<file path="src/rtl/pipelined_cla_adder.sv">
`default_nettype none
// ============================================================================
// Module   : pipelined_cla_adder
// Brief    : Pipelined carry-lookahead adder/subtractor with valid/ready on
//            both sides. WIDTH is cut into GROUP-bit lookahead groups and
//            STAGE_GRPS groups are resolved per stage, so there are
//            LAT = WIDTH/(GROUP*STAGE_GRPS) stages. An input register folds
//            subtraction into an inverted B with a forced carry-in.
//            Optional flags: define CLA_FLAGS_EN to add out_ovf/out_zero.
// Revision : 1.0 - initial release
// ============================================================================
module pipelined_cla_adder #(
  parameter int WIDTH      = 32,
  parameter int GROUP      = 4,
  parameter int STAGE_GRPS = 2
) (
  input  logic             clk,
  input  logic             rst_n,
  input  logic             in_valid,
  output logic             in_ready,
  input  logic [WIDTH-1:0] in_a,
  input  logic [WIDTH-1:0] in_b,
  input  logic             in_cin,
  input  logic             in_sub,
  output logic             out_valid,
  input  logic             out_ready,
  output logic [WIDTH-1:0] out_sum,
  output logic             out_cout
`ifdef CLA_FLAGS_EN
  ,
  output logic             out_ovf,
  output logic             out_zero
`endif
);

  localparam int CHUNK = GROUP * STAGE_GRPS;
  localparam int LAT   = WIDTH / CHUNK;

  // Unresolved operand bits shrink by CHUNK per stage and resolved sum bits
  // grow by CHUNK; both are packed back to back in flat vectors.
  function automatic int op_off(input int j);
    return j * WIDTH - (CHUNK * j * (j - 1)) / 2;
  endfunction

  function automatic int sum_off(input int j);
    return (CHUNK * j * (j + 1)) / 2;
  endfunction

  localparam int OP_TOT  = op_off(LAT);
  localparam int SUM_TOT = sum_off(LAT - 1) + WIDTH;

  if (((WIDTH % CHUNK) != 0) || (WIDTH < CHUNK)) begin : g_bad_cfg
    $error("pipelined_cla_adder: WIDTH must be a nonzero multiple of GROUP*STAGE_GRPS");
  end

  // Closed-form lookahead carries of one group: co[j] is the carry out of bit j.
  function automatic logic [GROUP-1:0] cla_group(input logic [GROUP-1:0] p,
                                                 input logic [GROUP-1:0] g,
                                                 input logic             ci);
    logic [GROUP-1:0] co;
    logic             term;
    co = '0;
    for (int j = 0; j < GROUP; j++) begin
      term = ci;
      for (int m = 0; m <= j; m++) term = term & p[m];
      co[j] = term;
      for (int i = 0; i <= j; i++) begin
        term = g[i];
        for (int m = i + 1; m <= j; m++) term = term & p[m];
        co[j] = co[j] | term;
      end
    end
    return co;
  endfunction

  wire              adv;
  wire [LAT:0]      stg_vld;
  wire [LAT:0]      stg_cry;
  wire [OP_TOT-1:0] stg_a;
  wire [OP_TOT-1:0] stg_b;
  wire [SUM_TOT-1:0] stg_sum;

  // The whole pipeline moves as one; it only freezes when a result is refused.
  assign adv      = !stg_vld[LAT] || out_ready;
  assign in_ready = adv;

  logic             in_vld_q;
  logic             in_cry_q;
  logic [WIDTH-1:0] in_a_q;
  logic [WIDTH-1:0] in_b_q;

  // Capture operands; subtraction becomes A + ~B + 1 here so later stages only add.
  always_ff @(posedge clk) begin
    if (!rst_n) begin
      in_vld_q <= 1'b0;
      in_cry_q <= 1'b0;
      in_a_q   <= '0;
      in_b_q   <= '0;
    end else if (adv) begin
      in_vld_q <= in_valid;
      if (in_valid) begin
        in_a_q   <= in_a;
        in_b_q   <= in_sub ? ~in_b : in_b;
        in_cry_q <= in_sub | in_cin;
      end
    end
  end

  assign stg_vld[0]         = in_vld_q;
  assign stg_cry[0]         = in_cry_q;
  assign stg_a[WIDTH-1:0]   = in_a_q;
  assign stg_b[WIDTH-1:0]   = in_b_q;

  for (genvar k = 0; k < LAT; k++) begin : g_stage
    localparam int LO  = k * CHUNK;
    localparam int OPB = op_off(k);

    logic [CHUNK-1:0]    p_d;
    logic [CHUNK-1:0]    g_d;
    logic [CHUNK-1:0]    s_d;
    logic [CHUNK:0]      c_d;
    logic [LO+CHUNK-1:0] sum_d;
    logic                vld_q;
    logic                cry_q;
    logic [LO+CHUNK-1:0] sum_q;

    assign p_d = stg_a[OPB +: CHUNK] ^ stg_b[OPB +: CHUNK];
    assign g_d = stg_a[OPB +: CHUNK] & stg_b[OPB +: CHUNK];

    // Groups inside a stage chain their group carries; bits inside a group use lookahead.
    always_comb begin
      c_d    = '0;
      c_d[0] = stg_cry[k];
      for (int grp = 0; grp < STAGE_GRPS; grp++) begin
        c_d[grp*GROUP+1 +: GROUP] = cla_group(p_d[grp*GROUP +: GROUP],
                                              g_d[grp*GROUP +: GROUP],
                                              c_d[grp*GROUP]);
      end
    end

    assign s_d = p_d ^ c_d[CHUNK-1:0];

    if (k == 0) begin : g_first
      assign sum_d = s_d;
    end else begin : g_rest
      assign sum_d = {s_d, stg_sum[sum_off(k-1) +: LO]};
    end

    // Register resolved low sum bits and the outgoing carry; data holds across bubbles.
    always_ff @(posedge clk) begin
      if (!rst_n) begin
        vld_q <= 1'b0;
        cry_q <= 1'b0;
        sum_q <= '0;
      end else if (adv) begin
        vld_q <= stg_vld[k];
        if (stg_vld[k]) begin
          cry_q <= c_d[CHUNK];
          sum_q <= sum_d;
        end
      end
    end

    assign stg_vld[k+1]                   = vld_q;
    assign stg_cry[k+1]                   = cry_q;
    assign stg_sum[sum_off(k) +: LO+CHUNK] = sum_q;

    if (k < LAT - 1) begin : g_pass
      localparam int RW = WIDTH - LO - CHUNK;
      logic [RW-1:0] a_q;
      logic [RW-1:0] b_q;

      // Forward the still-unresolved upper operand bits to the next stage.
      always_ff @(posedge clk) begin
        if (!rst_n) begin
          a_q <= '0;
          b_q <= '0;
        end else if (adv && stg_vld[k]) begin
          a_q <= stg_a[OPB+CHUNK +: RW];
          b_q <= stg_b[OPB+CHUNK +: RW];
        end
      end

      assign stg_a[op_off(k+1) +: RW] = a_q;
      assign stg_b[op_off(k+1) +: RW] = b_q;
    end

`ifdef CLA_FLAGS_EN
    if (k == LAT - 1) begin : g_flags
      logic ovf_q;
      logic zero_q;

      // Flags ride with the final sum: overflow from the two top carries, zero from the full sum.
      always_ff @(posedge clk) begin
        if (!rst_n) begin
          ovf_q  <= 1'b0;
          zero_q <= 1'b0;
        end else if (adv && stg_vld[k]) begin
          ovf_q  <= c_d[CHUNK-1] ^ c_d[CHUNK];
          zero_q <= ~|sum_d;
        end
      end

      assign out_ovf  = ovf_q;
      assign out_zero = zero_q;
    end
`endif
  end

  assign out_valid = stg_vld[LAT];
  assign out_cout  = stg_cry[LAT];
  assign out_sum   = stg_sum[sum_off(LAT-1) +: WIDTH];

endmodule
`default_nettype wire

</file>
<file path="config.mk">
export PLATFORM = sky130hd
export DESIGN_NAME = pipelined_cla_adder
export DESIGN_NICKNAME = d
export VERILOG_FILES = /design/src/rtl/pipelined_cla_adder.sv
export SDC_FILE = /design/constraint.sdc
export NUM_CORES = 1
export LEC_CHECK = 0
export ABC_AREA = 1
export CAP_MARGIN = 25
export CORE_UTILIZATION = 36
export CTS_CLUSTER_SIZE = 40
export DETAILED_ROUTE_END_ITERATION = 10
export PLACE_DENSITY = 0.66
export SETUP_SLACK_MARGIN = 0.5
export SYNTH_ARGS = -nofsm -noshare
export SYNTH_HDL_FRONTEND = slang
export SYNTH_SLANG_ARGS = --single-unit
</file>
<file path="constraint.sdc">
create_clock -name clk -period 2.1 [get_ports clk]
set_clock_uncertainty 0.05 [all_clocks]
set_input_delay 0.42 -clock clk [delete_from_list [all_inputs] [get_ports clk]]
set_output_delay 0.42 -clock clk [all_outputs]
set_load 0.005 [all_outputs]
</file>
Word level (Yosys, flattened, before mapping)
Cells that the tools add are included.

Mux-type cells: 1. Bitwise logic cells: 174. Reductions and logical operators: 10.

Operator list (count): $or A1 B1 Y1 (81); $and A1 B1 Y1 (80); $xor A8 B8 Y8 (8); $and A8 B8 Y8 (4); $mux W32 (1); $not A32 Y32 (1); $reduce_and A2 Y1 (5); $logic_and A1 B1 Y1 (3); $logic_not A1 Y1 (1); $logic_or A1 B1 Y1 (1).

Flip-flop bits (word level): 250. Bits of input ports: 70. Output and inout port bits: 35. Logic and storage cells: 207.

Logic depth before layout (Yosys ltp)
Gate-level depths: netlist of the first run.

Depth in word-level cells: 17. Mapped depth: 15. Gate-level depth less buffers: 15.

Worst setup path before layout of the first run
No wires, ideal clock.

Path kind: reg2reg. From: register g_stage[0].g_pass.a_q[0]. To: register g_stage[1].sum_q[13]. Arrival time: 1.919 ns. Required time: 1.964 ns. Setup slack: 0.045 ns. Stages on the path, launching flop included: 12. Path buffers: 0. Clock period less this slack: 2.055 ns. Path through: dfxtp_1 -> ha_1 -> ha_1 -> nand2_1 -> nand3b_1 -> nand2_1 -> nand2_1 -> inv_1 -> o21bai_1 -> fa_1 -> xnor2_1 -> a211oi_1.

Word-level cells in the longest chain between the ends: 12.

RTL lines: from (decl) (line 170) `logic [RW-1:0] a_q;`; from (signal assigned) (line 179) `a_q <= stg_a[OPB+CHUNK +: RW];`; $xor A8 B8 Y8 (line 127) `assign p_d = stg_a[OPB +: CHUNK] ^ stg_b[OPB +: CHUNK];`; $and A1 B1 Y1 (4 in a row) (line 65) `for (int m = 0; m <= j; m++) term = term & p[m];`; $or A1 B1 Y1 (*) (4 in a row) (line 70) `co[j] = co[j] | term;`; $and A1 B1 Y1 (*) (line 65); $or A1 B1 Y1 (*) (line 70); $xor A8 B8 Y8 (*) (line 141) `assign s_d = p_d ^ c_d[CHUNK-1:0];`; to (signal assigned) (line 159) `sum_q <= sum_d;`; to (decl) (line 125) `logic [LO+CHUNK-1:0] sum_q;`.

Every way passes the cells marked *; elsewhere a longest branch is shown, timed or not. A chain may end at the register's enable or synchronous reset.

Worst setup path after layout of the first run
From: register in_b_q[0]. To: register g_stage[0].sum_q[5].

Word-level cells in the longest chain between the ends: 12.

RTL lines: from (decl) (line 90) `logic [WIDTH-1:0] in_b_q;`; from (signal assigned) (line 103) `in_b_q <= in_sub ? ~in_b : in_b;`; $xor A8 B8 Y8 (line 127); $and A1 B1 Y1 (4 in a row) (line 65); $or A1 B1 Y1 (*) (4 in a row) (line 70); $and A1 B1 Y1 (*) (line 65); $or A1 B1 Y1 (*) (line 70); $xor A8 B8 Y8 (*) (line 141); to (signal assigned) (line 159); to (decl) (line 125).

Marks and branches as above.

==> results.sh, run 1 <==
export IMPL_status="complete, no violations"
export IMPL_maxCapViolCount=0
export IMPL_synth_top_area_share_pct=48.7
export IMPL_dpl_hpwl_mm=15.4
export IMPL_synth_yosys_seq_area_share_pct=48.7
export IMPL_grt_pass1_vias=7517
export IMPL_yosys_top_cells_area="dfxtp_1 49%, nor2_1 14%, o21ai_0 9.8%"
export IMPL_fin_util_pct=46.8
export IMPL_period_share_pct=95.5
export IMPL_clockBufferDepth=3
export IMPL_max_slew_margin_pct=74.7
export IMPL_synth_cell_area_um2=10300
export IMPL_nets=1476
export IMPL_ir_drop_v=0.000418
export IMPL_synth_simple_gate_area_share_pct=18.9
export IMPL_pre_cts_ws_ps=14.4
export IMPL_cp_max_fo=2
export IMPL_coreArea_um2=27900
export IMPL_drc=0
export IMPL_endpoint_kind="register"
export IMPL_cts_sinks=250
export IMPL_finalCriticalPeriod_ps=2000
export IMPL_synth_top_family_by_area="simple AND/OR/NAND/NOR gates"
export IMPL_final_antenna_net_count=0
export IMPL_synthAdderAreaFrac_pct=6.43
export IMPL_crit_arrival_ps=2400
export IMPL_drive_above_1_share_pct=13.5
export IMPL_die_width_um=171
export IMPL_fmax_ghz=0.499
export IMPL_tightest_slew_ps=377
export IMPL_hold_buffers=0
export IMPL_p_per_area_nw_per_um2=849
export IMPL_top_layer="met4"
export IMPL_synth_edff_count=0
export IMPL_setup_viol=0
export IMPL_area_delta_synth_final_pct=27.2
export IMPL_synth_xor_area_share_pct=4.09
export IMPL_antenna_found_initial=0
export IMPL_final_setup_worst_slack_ps=95.0
export IMPL_met2_length_mm=9.56
export IMPL_synth_top_area_cell="dfxtp_1"
export IMPL_min_path_type="input port to register"
export IMPL_drt_initial_drc_count=496
export IMPL_cts_tree="done"
export IMPL_syn_instance_count=1259
export IMPL_clk_pin_slew_worst_paths_ps=60
export IMPL_required_ps=2490
export IMPL_met3_length_um=915
export IMPL_avgSynthCellArea_um2=8.16
export IMPL_port_buffers=104
export IMPL_insertion_delay_ps=520
export IMPL_pin_count=105
export IMPL_wl_mm=22.4
export IMPL_yosysMostFrequentCell="nor2_1"
export IMPL_route_vias_total=7979
export IMPL_grt_setup_unrepaired="true"
export IMPL_drtPass1Iterations=4
export IMPL_async_flop_share_pct=0
export IMPL_synth_area_mux_share_pct=0
export IMPL_crit_chain="ha_4, ha_4, nand2_2, nand3b_1, nand2_1, nand2_2, inv_2, o21bai_4, fa_2, xnor2_2, a211oi_2"
export IMPL_synth_ff_latch_count=250
export IMPL_wl_per_cell_um=12.8
export IMPL_crit_path_top_delay_cell="fa_2"
export IMPL_dieHeight_um=171
export IMPL_synth_compound_gate_area_share_pct=14.5
export IMPL_grt_pass1_wl_mm=37.1
export IMPL_ys_warn_count=0
export IMPL_start_kind="register"
export IMPL_synth_common_cells="389 x nor2_1, 250 x dfxtp_1, 202 x o21ai_0"
export IMPL_synth_distinct_cells=29
export IMPL_dieArea_um2=29200
export IMPL_synth_nets=1377
export IMPL_grt_max_degree=74
export IMPL_power_leakage_nw=5.41
export IMPL_htree_levels=1
export IMPL_rows=61
export IMPL_worst_setup_path_type="register to register"
export IMPL_slew_violations=0
export IMPL_max_stage_delay_ps=360
export IMPL_vias_per_cell=4.55
export IMPL_overflow=0
export IMPL_diodes=0
export IMPL_place_gp_congestion=0.764
export IMPL_cts_root_buf="clkbuf_16"
export IMPL_wirelength_met1_mm=11.5
export IMPL_grt_usage_pct=15.5
export IMPL_hold_viol=0
export IMPL_start_util_pct=36.8
export IMPL_synthFlopType="dfxtp_1"
export IMPL_numCtsBuffers=27
-- area by class of cell --
| cell class | instances | area [um2] |
|---|---|---|
| inverter | 63 | 241 |
| fill | 2751 | 14900 |
| tap | 378 | 473 |
| sequential | 250 | 5030 |
| multi-input combinational | 866 | 4860 |
| clock inverter | 3 | 65.1 |
| clock buffer | 43 | 846 |
| timing repair buffer | 150 | 1540 |
-- logic make-up (layout without fill, tap and decap cells) --
kind of cell | Yosys count | count (layout)
xor gates and xnor gates | 48 | 48
DFF | 250 | 250
and+or+nand+nor | 488 | 488
adders and majority gates | 48 | 48
AOI/OAI and AO/OA | 282 | 282
buffers and inverters | 143 | 259
-- power by group --
| group | internal [mW] | switching [mW] |
|---|---|---|
| sequential | 5.01 | 0.155 |
| combinational | 0.537 | 0.607 |
| clock | 2.97 | 1.81 |
| total | 8.52 | 2.57 |
-- placed cells by master, fill, tap and decap left out, types with 5 or more instances in the layout --
cell	count
clkdlybuf4s50_1	67
inv_2	9
dfxtp_1	231
o21ai_0	187
clkbuf_8	11
nand2_2	13
ha_1	27
buf_4	27
xor2_1	11
xnor2_1	35
o21ai_1	21
inv_1	52
clkbuf_16	27
nand3_1	11
dlygate4sd2_1	11
a21oi_1	39
nor2_1	388
clkdlybuf4s15_1	17
dfxtp_2	17
nand2_1	47
a211oi_1	27
nand3_2	13
buf_12	15
clkbuf_2	6
clkbuf_1	5
ha_4	13
buf_6	6
-- per-stage QoR --
stage	hold slack (ps)	std cells	total power, mW	area, um2	TNS (ps)
2_1_floorplan	379	1259	5.97	10400	0
3_3_place_gp	390	1692	6.33	11800	0
3_5_place_dp	391	1692	6.36	11800	0
4_1_cts	205	1749	11.2	12900	0
5_1_grt	229	1753	11.6	13100	-16.7
6_report	227	1753	11.1	13100	0
-- worst max-delay path, delay by kind of cell, from the launching register on --
family,cells,cell delay (ps)
fa+ha+maj,3,750
xor+xnor,1,150
simple gates,4,290
flops,1,350
buf+inv,1,80
compound gates,2,250
-- registers in the layout, summed over array words and instances, names as in the netlist --
register and cells:
in_cry_q 1, g_stage.sum_q 48, in_a_q 32, in_vld_q 1
out_sum 32, in_b_q 32, g_stage.g_pass.b_q 48, g_stage.vld_q 3
out_cout 1, g_stage.cry_q 3, g_stage.g_pass.a_q 48, out_valid 1
-- what timing repair did --
action,4_1_cts,5_1_grt
setup endpoints to repair,55,56
setup buffers,11,4
resized for setup,59,75
pin swaps,33,41
-- path summary, 6_finish.rpt --
path / startpoint / end / slack (ps) / cells after the start
worst min register to register: g_stage[2].sum_q[22]$_SDFFE_PN0P_ / out_sum[22]$_SDFFE_PN0P_ / 400 / 2
worst min-delay path: rst_n / in_a_q[4]$_SDFFE_PN0P_ / 230 / 3
worst max register to register: in_b_q[0]$_SDFFE_PN0P_ / g_stage[0].sum_q[5]$_SDFFE_PN0P_ / 100 / 11
worst max-delay path: in_b_q[0]$_SDFFE_PN0P_ / g_stage[0].sum_q[5]$_SDFFE_PN0P_ / 100 / 11
-- layer usage --
layer	GRT usage [%]	vias to the layer above
met3	2.50	28
li1	-	4267
met4	4.08	0
met2	24.0	131
met5	0	-
met1	22.3	3553
No activity file was read; power rests on OpenSTA's default activity.
==> run 2, diff against run 1 <==
--- a/config.mk
+++ b/config.mk
@@ -10,7 +10,8 @@
 export CORE_UTILIZATION = 36
 export CTS_CLUSTER_SIZE = 40
 export DETAILED_ROUTE_END_ITERATION = 10
-export PLACE_DENSITY = 0.66
+export DONT_BUFFER_PORTS = 1
+export PLACE_DENSITY = 0.59
 export SETUP_SLACK_MARGIN = 0.5
 export SYNTH_ARGS = -nofsm -noshare
 export SYNTH_HDL_FRONTEND = slang
==> constraint.sdc (replaced) <==
create_clock -name clk -period 2.17 [get_ports clk]
set_clock_uncertainty 0.05 [all_clocks]
set_input_delay 0.434 -clock clk [delete_from_list [all_inputs] [get_ports clk]]
set_output_delay 0.434 -clock clk [all_outputs]
set_load 0.005 [all_outputs]
==> run 2 against run 1 <==
Compared with the run above: non-clock buffer count decreased by 109; first-iteration DRC count decreased by 30%; register-to-register slack improved by 50 ps; flip-flop and latch count unchanged; die area unchanged; sequential power decreased by 3%; final cell count decreased by 5.9%; sequential share of layout area increased by 3.5 points.
==> results.sh, run 2 (synthesis gave the netlist of run 1 again) <==
export IMPL_clockBufferDepth=3
export IMPL_port_buffers=0
export IMPL_pin_count=105
export IMPL_final_antenna_net_count=0
export IMPL_fill_cells=2853
export IMPL_start_util_pct=36.8
export IMPL_endpoint_kind="register"
export IMPL_drive_above_1_share_pct=12.4
export IMPL_p_per_area_nw_per_um2=882
export IMPL_grt_pass1_wl_mm=37.8
export IMPL_diodes=0
export IMPL_insertion_delay_ps=530
export IMPL_ir_drop_v=0.000575
export IMPL_place_gp_congestion=0.721
export IMPL_total_power_mw=10.5
export IMPL_r2r_start="g_stage[1].g_pass.a_q[0]$_SDFFE_PN0P_"
export IMPL_finalCriticalPeriod_ps=2030
export IMPL_nets=1368
export IMPL_overflow=0
export IMPL_worst_path_stages=12
export IMPL_maxCapViolCount=0
export IMPL_slew_violations=0
export IMPL_max_stage_delay_ps=350
export IMPL_clk_pin_slew_worst_paths_ps=60
export IMPL_final_common_cell="nor2_1"
export IMPL_cp_max_fo=2
export IMPL_power_leakage_nw=4.86
export IMPL_worst_setup_path_type="register to register"
export IMPL_required_ps=2520
export IMPL_grt_usage_pct=16.0
export IMPL_top_regs="g_stage.g_pass.a_q: 48 flops, g_stage.g_pass.b_q: 48 flops, g_stage.sum_q: 48 flops"
export IMPL_vias_per_cell=4.65
export IMPL_crit_path_top_delay_cell="fa_2"
export IMPL_htree_levels=1
export IMPL_area_delta_synth_final_pct=16.3
export IMPL_setup_viol=0
export IMPL_status="complete, no violations"
export IMPL_drtPass1Iterations=4
export IMPL_start_kind="register"
export IMPL_final_setup_tns_ps=0
export IMPL_fin_cells=1649
export IMPL_final_cell_mix="388 x nor2_1, 241 x dfxtp_1, 191 x o21ai_0"
export IMPL_place_area_um2=10500
export IMPL_grt_pass1_vias=7240
export IMPL_fmax_ghz=0.493
export IMPL_grt_max_degree=137
export IMPL_grt_setup_unrepaired="true"
export IMPL_crit_chain="ha_4, ha_4, nand2_2, nand3b_1, nand2_1, nand2_2, inv_2, o21bai_4, fa_2, xor2_1, o21ai_1, a21oi_1"
export IMPL_dieArea_um2=29200
export IMPL_cts_sinks=250
export IMPL_dieHeight_um=171
export IMPL_reg2reg_depth=12
export IMPL_tightest_slew_ps=635
export IMPL_coreArea_um2=27900
export IMPL_rows=61
export IMPL_wl_per_cell_um=14.1
export IMPL_crit_buf_inv=1
export IMPL_wl_mm=23.2
export IMPL_min_path_type="input port to register"
export IMPL_antenna_found_initial=0
export IMPL_route_vias_total=7665
export IMPL_crit_arrival_ps=2380
export IMPL_max_slew_margin_pct=57.6
export IMPL_hold_depth=2
export IMPL_drc=0
export IMPL_numCtsBuffers=28
export IMPL_drt_initial_drc_count=347
export IMPL_startpoint="g_stage[1].g_pass.a_q[0]$_SDFFE_PN0P_"
export IMPL_dpl_hpwl_mm=14.6
export IMPL_hold_start="in_a[6]"
export IMPL_die_width_um=171
export IMPL_fin_area_um2=11900
export IMPL_cts_root_buf="clkbuf_16"
export IMPL_fin_util_pct=42.7
export IMPL_hold_viol=0
export IMPL_period_share_pct=93.5
export IMPL_cts_tree="done"
export IMPL_dp_cells=1567
export IMPL_crit_family="adder cells"
## run 2: routing by layer
| layer | GRT usage, % | wire [um] | part of all wire (%) |
|---|---|---|---|
| met5 | 0 | 0 | 0 |
| met4 | 4.08 | 398 | 1.7 |
| met3 | 3.42 | 1210 | 5.2 |
| met2 | 23.4 | 9480 | 41 |
| met1 | 23.6 | 12100 | 52 |
## run 2: worst paths after layout
path | end | slack, ps
worst max register to register | g_stage[2].sum_q[21]$_SDFFE_PN0P_ | 140
worst min-delay path | in_a_q[6]$_SDFFE_PN0P_ | 20
worst max-delay path | g_stage[2].sum_q[21]$_SDFFE_PN0P_ | 140
worst min register to register | out_sum[22]$_SDFFE_PN0P_ | 400
## run 2: cell type report
type,instances,area [um2],area share [%]
multi-input cells,866,4840,40.6
clock buffers,40,827,6.93
well taps,378,473,3.96
flip-flops and latches,250,5020,42.1
clock inverters,11,91.3,0.765
inverters,63,258,2.16
repair buffers,41,425,3.56
## run 2: stage by stage
step	worst slack [ps]	hold WS [ps]
after floorplan	206	379
after global placement	145	392
after detailed placement	99.5	395
after CTS	155	1.59
after global routing	7.77	13.6
final	142	20.6
## run 2: power breakdown
| part | total, mW | switching, mW | internal, mW | leakage [nW] |
|---|---|---|---|---|
| registers | 5.00 | 0.153 | 4.85 | 2.06 |
| clock network | 4.61 | 1.85 | 2.76 | 0.449 |
| logic | 0.914 | 0.526 | 0.388 | 2.35 |
| total | 10.5 | 2.53 | 8.00 | 4.86 |
## run 2: repair_timing
item / CTS / global route
pin swaps: 40 / 22
hold buffers: 8 / 0
resized for setup: 42 / 19
hold endpoints to repair: 30 / 0
endpoints found under the setup margin: 177 / 34
buffers inserted: 16 / 6
gates cloned: 0 / 0
